File: config.mk
export PLATFORM = sky130hd
export DESIGN_NAME = mem_address_gen
export DESIGN_NICKNAME = d
export VERILOG_FILES = /design/src/rtl/mem_addr_pkg.sv /design/src/rtl/mem_addr_next.sv /design/src/rtl/mem_address_gen.sv
export SDC_FILE = /design/constraint.sdc
export NUM_CORES = 1
export LEC_CHECK = 0
export ABC_AREA = 1
export CAP_MARGIN = 10
export CORE_UTILIZATION = 45
export CTS_CLUSTER_SIZE = 40
export DETAILED_ROUTE_END_ITERATION = 12
export HOLD_SLACK_MARGIN = 0.02
export PLACE_DENSITY = 0.73
export SLEW_MARGIN = 5
export SYNTH_ARGS = -nofsm -noshare
export SYNTH_HDL_FRONTEND = slang
export SYNTH_SLANG_ARGS = --single-unit
export TNS_END_PERCENT = 50
File: constraint.sdc
create_clock -name clk -period 4.1 [get_ports clk]
set_clock_uncertainty 0.1 [all_clocks]
set_input_delay 1.23 -clock clk [delete_from_list [all_inputs] [get_ports clk]]
set_output_delay 1.23 -clock clk [all_outputs]
set_load 0.05 [all_outputs]
File: src/rtl/mem_addr_pkg.sv
// Shared types and default constants for the flash playback address generator.
package mem_addr_pkg;

    typedef enum logic [1:0] {
        IDLE = 2'd0,
        ACK  = 2'd1,
        DONE = 2'd2
    } addr_state_t;

    localparam int DEF_ADDR_W     = 23;
    localparam int DEF_START_ADDR = 0;
    localparam int DEF_END_ADDR   = 524287;
    localparam int DEF_STEP_W     = 4;

    localparam logic DIR_FWD = 1'b1;
    localparam logic DIR_BWD = 1'b0;

endpackage

File: src/rtl/mem_addr_next.sv
// Combinational next-address calculation: stride, window edge detection and wrap target.
module mem_addr_next
    import mem_addr_pkg::*;
#(
    parameter int ADDR_W     = DEF_ADDR_W,
    parameter int START_ADDR = DEF_START_ADDR,
    parameter int END_ADDR   = DEF_END_ADDR,
    parameter int STEP_W     = DEF_STEP_W
) (
    input  logic [ADDR_W-1:0] addr,
    input  logic              direction,
    input  logic              loop_en,
    input  logic [STEP_W-1:0] step,
    output logic [ADDR_W-1:0] next_addr,
    output logic              wrap,
    output logic              edge_hit
);

    localparam logic [ADDR_W:0]   START_EXT = (ADDR_W+1)'(START_ADDR);
    localparam logic [ADDR_W:0]   END_EXT   = (ADDR_W+1)'(END_ADDR);
    localparam logic [ADDR_W-1:0] START_A   = ADDR_W'(START_ADDR);
    localparam logic [ADDR_W-1:0] END_A     = ADDR_W'(END_ADDR);

    logic [ADDR_W:0] addr_ext;
    logic [ADDR_W:0] stride;
    logic [ADDR_W:0] fwd_sum;
    logic [ADDR_W:0] bwd_diff;
    logic [ADDR_W:0] bwd_floor;
    logic            in_window;
    logic            fits;

    // One extra bit keeps addr + stride from overflowing before the edge compare.
    always_comb begin
        addr_ext  = {1'b0, addr};
        stride    = (step == '0) ? (ADDR_W+1)'(1) : (ADDR_W+1)'(step);
        fwd_sum   = addr_ext + stride;
        bwd_diff  = addr_ext - stride;
        bwd_floor = START_EXT + stride;
        in_window = (addr_ext >= START_EXT) && (addr_ext <= END_EXT);

        if (direction == DIR_FWD) begin
            fits = in_window && (fwd_sum <= END_EXT);
        end else begin
            fits = in_window && (addr_ext >= bwd_floor);
        end

        edge_hit = !fits;
        wrap     = !fits && loop_en;

        if (fits) begin
            next_addr = (direction == DIR_FWD) ? fwd_sum[ADDR_W-1:0] : bwd_diff[ADDR_W-1:0];
        end else if (direction == DIR_BWD) begin
            next_addr = loop_en ? END_A : START_A;
        end else begin
            next_addr = loop_en ? START_A : END_A;
        end
    end

endmodule

File: src/rtl/mem_address_gen.sv
// Playback address generator: owns the sample address register and the req/ack handshake FSM.
module mem_address_gen
    import mem_addr_pkg::*;
#(
    parameter int ADDR_W     = DEF_ADDR_W,
    parameter int START_ADDR = DEF_START_ADDR,
    parameter int END_ADDR   = DEF_END_ADDR,
    parameter int STEP_W     = DEF_STEP_W
) (
    input  logic              clk,
    input  logic              reset_n,
    input  logic              req,
    input  logic              direction,
    input  logic              pause,
    input  logic              restart,
    input  logic              loop_en,
    input  logic [STEP_W-1:0] step,
    output logic [ADDR_W-1:0] addr,
    output logic              ack,
    output logic              wrapped,
    output logic              done
);

    localparam logic [ADDR_W-1:0] START_A = ADDR_W'(START_ADDR);
    localparam logic [ADDR_W-1:0] END_A   = ADDR_W'(END_ADDR);

    if (!((START_ADDR < END_ADDR) && (longint'(END_ADDR) < (longint'(1) << ADDR_W))
          && (STEP_W <= ADDR_W))) begin : g_bad_params
        $error("mem_address_gen: need START_ADDR < END_ADDR < 2**ADDR_W and STEP_W <= ADDR_W");
    end

    addr_state_t       state_q, state_d;
    logic [ADDR_W-1:0] addr_q, addr_d;
    logic              wrap_q, wrap_d;
    logic              done_q, done_d;

    logic [ADDR_W-1:0] nx_addr;
    logic              nx_wrap;
    logic              nx_edge;

    mem_addr_next #(
        .ADDR_W     (ADDR_W),
        .START_ADDR (START_ADDR),
        .END_ADDR   (END_ADDR),
        .STEP_W     (STEP_W)
    ) u_next (
        .addr      (addr_q),
        .direction (direction),
        .loop_en   (loop_en),
        .step      (step),
        .next_addr (nx_addr),
        .wrap      (nx_wrap),
        .edge_hit  (nx_edge)
    );

    always_ff @(posedge clk or negedge reset_n) begin
        if (!reset_n) begin
            state_q <= IDLE;
            addr_q  <= START_A;
            wrap_q  <= 1'b0;
            done_q  <= 1'b0;
        end else begin
            state_q <= state_d;
            addr_q  <= addr_d;
            wrap_q  <= wrap_d;
            done_q  <= done_d;
        end
    end

    // done is latched with the edge-hitting update so it rises together with that ack.
    always_comb begin
        state_d = state_q;
        addr_d  = addr_q;
        wrap_d  = wrap_q;
        done_d  = done_q;

        if (restart) begin
            state_d = IDLE;
            addr_d  = (direction == DIR_FWD) ? START_A : END_A;
            wrap_d  = 1'b0;
            done_d  = 1'b0;
        end else begin
            case (state_q)
                IDLE: begin
                    if (req) begin
                        state_d = ACK;
                        wrap_d  = 1'b0;
                        if (!pause) begin
                            addr_d = nx_addr;
                            wrap_d = nx_wrap;
                            if (nx_edge && !loop_en) begin
                                done_d = 1'b1;
                            end
                        end
                    end
                end
                ACK: begin
                    state_d = done_q ? DONE : IDLE;
                end
                DONE: begin
                    if (req) begin
                        state_d = ACK;
                        wrap_d  = 1'b0;
                    end
                end
                default: begin
                    state_d = IDLE;
                end
            endcase
        end
    end

    assign addr    = addr_q;
    assign ack     = (state_q == ACK);
    assign wrapped = (state_q == ACK) && wrap_q;
    assign done    = done_q;

endmodule

# [Word level (Yosys, flattened, before mapping)]
# Index checks and enable logic that the tools add are counted.
[classes] n_addsub=2 magnitude_cmp=3 eq_ne=6 mux=26 n_reduce_logical=17
[ops] op="$mux 23" count=7
[ops] op="$mux 19" count=3
[ops] op="$add 23x24->24" count=1
[ops] op="$ge 23x24->1" count=1
[ops] op="$le 24x19->1 const B" count=1
[ops] op="$le 23x19->1 const B" count=1
[ops] op="$sub 23x23->23" count=1
[ops] op="$mux 1" count=10
[ops] op="$mux 2" count=3
[ops] op="$ne 3x3->1 const B" count=2
[ops] op="$reduce_and 3->1" count=2
[ops] op="$reduce_bool 2->1" count=3
[ops] op="$logic_and 1x1->1" count=5
[ops] op="$logic_not 4->1" count=1
[ops] op="$mux 4" count=1
[ops] op="$pmux 2 s2" count=1
[ops] op="$reduce_and 4->1" count=1
[ops] op="$ne 3x1->1 const B" count=1
[ops] op="$reduce_bool 3->1" count=1
[ops] op="$eq 2x1->1 const B" count=1
[ops] op="$eq 2x2->1 const B" count=1
[ops] op="$logic_not 1->1" count=2
[ops] op="$logic_not 2->1" count=1
[ops] op="$ne 2x1->1 const B" count=1
[ops] op="other kinds (2)" count=2
[word_totals] regBits=27 inputBits=11 output_inout_bits=26 wordCells=58

# [Logic depth before layout (Yosys ltp)]
# Gate-level depths: netlist (run 1).
[depth] word_depth=13 mapped_depth=21 ltp_nobuf=19

# [Modules after synthesis]
# A second synthesis (run 1) with hierarchy kept.
[unflattened] hier_cells=531 hier_area_um2=3124.2
[modules_own_cells] module="mem_addr_next" instances=1 cells_per_inst=360 area_per_inst_um2=1788.0 seq_area_each_um2=0.0
[modules_own_cells] module="mem_address_gen" instances=1 cells_per_inst=171 area_per_inst_um2=1336.3 seq_area_each_um2=675.6

# [Worst setup path before layout (run 1)]
# No wires, ideal clock.
[synth_path] path_kind="input -> register" start="input step[2]" end="register addr_q[17], in the netlist addr[17]" setup_time_ns=0.120 t_arrival_ns=3.137 required_ns=3.880 slack_ns=0.743 path_stages=17 n_path_buf=1 path_cell_list="inv_1 a31o_2 ha_1 fa_1 nand3_1 nand2_2 nand3_1 nand2_2 nor2_4 nand3_2 nand2_2 nand2_2 nand2_4 buf_8 nand2_1 nand2_1 nand2_1"
[synth_between] elab_chain_len=11 word_cells_on_any_way=15 cone_classes="2 x add/sub; 2 x order compare; 8 x mux; 3 x reduce/logical"
[synth_lines] element="start, declared" line_no="mem_address_gen.sv:17" source="input logic [STEP_W-1:0] step,"
[synth_lines] element="$logic_not 4->1" line_no="mem_addr_next.sv:35" source="stride = (step == '0) ? (ADDR_W+1)'(1) : (ADDR_W+1)'(step);"
[synth_lines] element="$mux 4 *" line_no="mem_addr_next.sv:35"
[synth_lines] element="$add 23x24->24" line_no="mem_addr_next.sv:36" source="fwd_sum = addr_ext + stride;"
[synth_lines] element="$le 24x19->1" line_no="mem_addr_next.sv:42" source="fits = in_window && (fwd_sum <= END_EXT);"
[synth_lines] element="$logic_and 1x1->1" line_no="mem_addr_next.sv:42"
[synth_lines] element="$mux 1" line_no="mem_addr_next.sv:41" source="if (direction == DIR_FWD) begin"
[synth_lines] element="$mux 23 *" line_no="mem_addr_next.sv:50" source="if (fits) begin"
[synth_lines] element="$mux 23 *" line_no="mem_address_gen.sv:88" source="if (!pause) begin"
[synth_lines] element="$mux 23 *" line_no="mem_address_gen.sv:85" source="if (req) begin"
[synth_lines] element="$mux 23 *" line_no="mem_address_gen.sv:83" source="case (state_q)"
[synth_lines] element="$mux 23 *" line_no="mem_address_gen.sv:77" source="if (restart) begin"
[synth_lines] element="end signal, assigned" line_no="mem_address_gen.sv:64" source="addr_q <= addr_d;"
[synth_lines] element="end, declared" line_no="mem_address_gen.sv:33" source="logic [ADDR_W-1:0] addr_q, addr_d;"
# Every way passes the cells marked *; elsewhere a longest branch is shown, timed or not. The select of a mux whose other input is x is not followed.
# A chain may end at the register's enable or synchronous reset.

# [Final worst setup path (run 1)]
[layout_path] start="input step[2]" end="register addr_q[11], in the netlist addr[11]"
# The elaborated chain is that of the path after synthesis.

==> impl_metrics.tcl, run 1 <==
set metrics [dict create \
    placed_cell_area_sq_mm 0.00316 \
    maxSlewHeadroom 0.549 \
    cp_cell_sequence "clkdlybuf4s50_1 > inv_1 > a31o_2 > ha_1 > fa_1 > inv_1 > nand3_1 > nand2_1 > nor2_1 > nand2_1 > nor2_1 > a21oi_2 > buf_4 > nand3_1 > nand2_1 > nand2_1 > nand2_1" \
    p_leak_uw 0.00157 \
    initial_core_util 0.467 \
    r2r_end "addr[11]" \
    cts.sink_count 27 \
    synth_top_area_share 0.243 \
    antenna_cells 0 \
    reg2regPathDepth 15 \
    r2r_setup_slack_ps 1530 \
    synth_fa_ha_area_frac 0.0549 \
    period_share 0.931 \
    synth-xor-area-share 0.0536 \
    syn_avg_cell_area_sq_um 6.22 \
    worst_pin_slew_ps 674 \
    r2r-start "addr[0]" \
    synth_compound_area_frac 0.0955 \
    cp_common_cell "nand2_1" \
    antenna_found_initial 0 \
    die_w_um 80.6 \
    cts_root_buf "clkbuf_8" \
    synth_cell_types 33 \
    hold-path-cell-count 2 \
    cts_inserted_buffers 3 \
    htreeDepth 1 \
    place_inst 545 \
    cap_violations 0 \
    power_density_mw_per_mm2 298 \
    drc 0 \
    cp_top_family "buffers and inverters" \
    ys_seq_area_frac 0.243 \
    setup.worst_path.end_class "register" \
    ir_worst_vdd_v 0.000196 \
    nNetsFinal 498 \
    die_y_um 80.6 \
    overflow 0 \
    synth-simple-area-share 0.449 \
    hold_end "wrap_q" \
    dr.pass1.iters 5 \
    timing.fmax_mhz 262 \
    dpl.hpwl_um 6070 \
    layout.cells.non_filler 550 \
    vias 3005 \
    synth_top_family_by_area "simple AND/OR/NAND/NOR gates" \
    syn_area_sq_mm 0.00278 \
    synthCells 447 \
    final_area_sq_mm 0.00322 \
    synthMuxAreaShare 0.00360 \
    wire_per_inst_um 14.5 \
    yosys_warnings 0 \
    portBuffers 36 \
    antenna_left 0 \
    syn2layout_area_growth_pct 15.8 \
    vias_per_cell 5.46 \
    cpMaxStageDelayCell "clkdlybuf4s50_1" \
    synth_top_area_cell "dfrtp_1" \
    grt_pass1_vias 2717 \
    path_clk_slew_ps 90 \
    cts_tree "yes" \
    rows 28 \
    syn-num-nets 469 \
    crit_required_ps 4210 \
    crit_buf_inv 4 \
    min_from "wrap_q" \
    hold_buffers 0 \
    setup_violations 0 \
    clock_latency_ps 270 \
    cp.arrival_ps 3930 \
    crit_path_start_kind "input port" \
    die-area_sq_mm 0.00649 \
    finalHoldViolCount 0 \
    grt_max_degree 28 \
    hp-class "register to register" \
    post_cts_buffers 0 \
    rsz0062_at_grt "false" \
    synth_seq_cells 27 \
    drt_iter0_markers 318 \
    core_sq_mm 0.00596 \
    cts_buffer_depth 2 \
    io_pins 37 \
    period_needed_ps 3820 \
    groute.usage.overall 0.261 \
    totalWireLength_um 7970 \
    path_max_fanout 18 \
    drive_gt1_frac 0.0800 \
    grt_pass1_wl_um 13100 \
    max_stage_delay_ps 480 \
    drv_slew 0 \
    crit_type "input port to register" \
    status "finished, final reports clean" \
    power_uw 958 \
    ys_top_cells_by_area "dfrtp_1 (24%), nand2_1 (21%), nand3_1 (8.6%), nor2_1 (5.7%), a21oi_1 (5.2%)" \
    gp_congestion 0.922 \
]
-- flip-flops by register name (all words and copies together) (netlist names) --
| register | cells |
|---|---|
| wrap_q | 1 |
| addr | 23 |
| done | 1 |
| state_q | 2 |
-- area by class of cell --
type	instances	area, sq um
inverter	33	124
clock buffer	3	41.3
timing repair buffer	46	448
tap	75	93.8
multi-input combinational	365	1830
clock inverter	1	5.00
sequential	27	676
fill	594	2740
-- layout by cell type (no fill, tap or decap) --
| cell type | count |
|---|---|
| nor2_2 | 8 |
| a31o_2 | 1 |
| fa_1 | 2 |
| nand4_1 | 9 |
| and2_1 | 1 |
| buf_12 | 1 |
| buf_4 | 9 |
| clkdlybuf4s50_1 | 36 |
| nor2_1 | 42 |
| a21oi_1 | 28 |
| nand3_1 | 48 |
| a41oi_1 | 1 |
| o21ai_0 | 17 |
| xnor2_1 | 3 |
| nand2_4 | 1 |
| mux2i_1 | 1 |
| ha_1 | 9 |
| a21oi_2 | 1 |
| nand2_1 | 154 |
| nor3_1 | 8 |
| a32o_1 | 1 |
| inv_1 | 33 |
| nand3b_1 | 2 |
| dfrtp_1 | 27 |
| nand2_2 | 10 |
| o21bai_1 | 1 |
| nand3_2 | 2 |
| clkinv_2 | 1 |
| xor2_1 | 14 |
| nor2_4 | 1 |
| clkbuf_8 | 3 |
-- worst max-delay path by stage --
| stage | from | to | slack, ps | cells past startpoint |
|---|---|---|---|---|
| after floorplan | step[2] | addr[17] | 740 | 17 |
| after global placement | step[2] | addr[2] | 20 | 17 |
| after detailed placement | step[2] | addr[11] | -70 | 17 |
| after CTS | step[2] | addr[11] | 210 | 17 |
| after global routing | step[3] | addr[3] | 70 | 17 |
| final | step[2] | addr[11] | 280 | 17 |
-- cells by family (layout without fill, tap and decap cells) --
kind of cell               after synthesis  count (layout)
buffers and inverters                   55              83
xor gates and xnor gates                17              17
DFF                                     27              27
adders and majority gates               11              11
muxes                                    1               1
and+or+nand+nor                        286             286
AOI/OAI and AO/OA                       50              50
-- repair_timing --
item | CTS | global route
gates resized for setup | 0 | 1
setup endpoints to repair | 0 | 11
hold endpoints to repair | 0 | 0
-- worst register-to-register path, cell delays in order, from the launching register on --
cell and delay [ps]:
dfrtp_1 420, inv_1 90, ha_1 240, fa_1 390
inv_1 80, nand3_1 90, nand2_1 100, nor2_1 60
nand2_1 80, nor2_1 80, a21oi_2 200, buf_4 270
nand3_1 120, nand2_1 80, nand2_1 50, nand2_1 70
-- routing by layer --
layer | wire (um) | up-vias | global-route usage
met5 | 0 | - | 0
met4 | 157 | 0 | 0.0768
met3 | 515 | 15 | 0.0159
met2 | 3490 | 123 | 0.395
met1 | 3810 | 1368 | 0.394
li1 | - | 1499 | -
-- where the power goes --
part	internal, uW	total [uW]	leakage [uW]	switching, uW
Clock	68.2	151	0.0000255	82.8
Combinational	161	459	0.00120	298
Sequential	290	348	0.000342	57.9
Total	519	958	0.00157	439
-- cells in the mapped netlist --
library cell  number
nor2_1            42
nand4_1            9
clkbuf_8           1
nand3b_1           2
fa_1               2
buf_2              3
xor2_1            14
ha_1               9
nor2_4             1
nand2_1          154
o21bai_1           1
buf_1              1
and2_1             1
buf_6              1
nand2_4            1
a31o_2             1
mux2i_1            1
buf_12             1
dfrtp_1           27
nand2_2           10
clkbuf_1           8
a41oi_1            1
nand3_1           48
buf_4              6
o21ai_0           17
a32o_1             1
inv_1             33
nor2_2             8
a21oi_1           29
nor3_1             8
nand3_2            2
xnor2_1            3
buf_8              1
-- through the flow --
step                 util  hold WS [ps]  setup slack (ps)  TNS (ps)
floorplan               -           380               743         0
global placement    0.530           421              16.9         0
detailed placement  0.530           420             -65.8      -700
CTS                 0.538           447               211         0
global route        0.540           461              72.9         0
finish              0.540           449               284         0
(Power assumes the default switching activity.)
==> run 2: changes to the inputs <==
==> constraint.sdc (replaced) <==
create_clock -name clk -period 4.1 [get_ports clk]
set_clock_uncertainty 0.1 [all_clocks]
set_input_delay 0.82 -clock clk [delete_from_list [all_inputs] [get_ports clk]]
set_output_delay 0.82 -clock clk [all_outputs]
set_load 0.05 [all_outputs]
==> run 2 against run 1 <==
Fmax grew 8.2%; first-iteration DRC count shrank 15%; largest power group unchanged; non-clock buffer count shrank 3; sequential share of layout area grew 0.26 points; clock-buffer cell count grew 1; worst setup slack gained 290 ps; utilization shrank 0.67 points.
==> impl_metrics.tcl, run 2 (synthesized netlist as in run 1, its figures left out) <==
set metrics [dict create \
    status "finished, final reports clean" \
    antenna_cells 0 \
    finalHoldViolCount 0 \
    drv_slew 0 \
    register_area_sq_um 676 \
    pre_cts_slack_ps 308 \
    totalWireLength_um 7760 \
    setup_violations 0 \
    power_density_mw_per_mm2 299 \
    io_pins 37 \
    dr.pass1.iters 5 \
    timing.fmax_mhz 284 \
    rsz0062_at_grt "false" \
    drt_iter0_markers 270 \
    dpl.hpwl_um 5900 \
    period_share 0.860 \
    cts_tree "yes" \
    die-area_sq_mm 0.00649 \
    cts_inserted_buffers 3 \
    crit_required_ps 4160 \
    setup_ws_ps 574 \
    core_sq_mm 0.00596 \
    die_y_um 80.6 \
    multi_input_area_sq_mm 0.00183 \
    antenna_found_initial 0 \
    drc 0 \
    drive_gt1_frac 0.0699 \
    wire_per_inst_um 14.2 \
    nNetsFinal 495 \
    maxSlewHeadroom 0.565 \
    cap_violations 0 \
    vias_per_cell 5.44 \
    cts_root_buf "clkbuf_8" \
    layout.cells.non_filler 547 \
    ir_worst_vdd_v 0.000194 \
    period_needed_ps 3530 \
    cts_buffer_depth 2 \
    grt_max_degree 30 \
    hold_buffers 0 \
    layout_commonest_cell "nand2_1" \
    final_cell_mix "nand2_1 (154), nand3_1 (48), nor2_1 (42), clkdlybuf4s50_1 (36), inv_1 (33)" \
    cts.sink_count 27 \
    overflow 0 \
    crit_path_start_kind "input port" \
    p_leak_uw 0.00154 \
    grt_pass1_vias 2674 \
    rows 28 \
    cts-resized-gates 0 \
    power_uw 950 \
    cp.arrival_ps 3590 \
    clock_latency_ps 270 \
    worst_pin_slew_ps 652 \
    largest_reg_flops 23 \
    vias 2974 \
    die_w_um 80.6 \
    place_inst 543 \
    hp-class "register to register" \
    post_cts_buffers 0 \
    crit_type "input port to register" \
    gp_congestion 0.874 \
    initial_core_util 0.467 \
    portBuffers 36 \
    path_clk_slew_ps 90 \
    fillers 629 \
    setup.worst_path.end_class "register" \
    hold_slack_ps 445 \
    fin_setup_tns_ps 0 \
    path_max_fanout 19 \
    grt_pass1_wl_um 13000 \
    htreeDepth 1 \
    groute.usage.overall 0.259 \
    syn2layout_area_growth_pct 14.3 \
    antenna_left 0 \
]
[run 2: power breakdown]
part           leakage, uW  switching (uW)  internal (uW)
clock            0.0000228            81.0           69.6
sequential        0.000342            58.3            290
combinational      0.00118             295            156
[run 2: final cells by class]
cell class | count | area share
tap | 75 | 0.0295
timing repair buffer | 43 | 0.130
sequential | 27 | 0.213
inverter | 33 | 0.0390
clock buffer | 4 | 0.0142
multi-input combinational | 365 | 0.575
[run 2: per-stage QoR]
step | instance area (sq um) | util
after floorplan | 2780 | -
after global placement | 3130 | 0.526
after detailed placement | 3130 | 0.526
after CTS | 3180 | 0.533
after global routing | 3180 | 0.533
final | 3180 | 0.533
[run 2: final timing paths]
check / depth (start not counted) / to / slack [ps] / startpoint
min reg2reg: 2 / done / 450 / done
max reg2reg: 16 / addr[12] / 1480 / addr[0]
max in group asynchronous: 2 / wrap_q / 2820 / reset_n
min: 2 / done / 450 / done
max: 18 / addr[12] / 570 / step[1]
min in group asynchronous: 2 / addr[7] / 810 / reset_n
[run 2: worst max-delay path, cell delays in order]
cell,delay [ps]
clkdlybuf4s50_1,570
inv_1,90
a31o_2,230
ha_1,210
fa_1,370
inv_1,80
nand3_1,80
nand2_1,100
nor2_1,60
nand2_1,80
nor2_1,70
a21oi_1,170
buf_4,180
nand2_2,90
nand2_4,180
nand2_1,70
nand2_1,70
nand2_1,60
[run 2: routing by layer]
layer	track usage	wire (um)	vias to the layer above
met5	0	0	-
met4	0.0500	82	0
met3	0.0193	493	9
met2	0.397	3410	114
met1	0.393	3780	1361
li1	-	-	1490
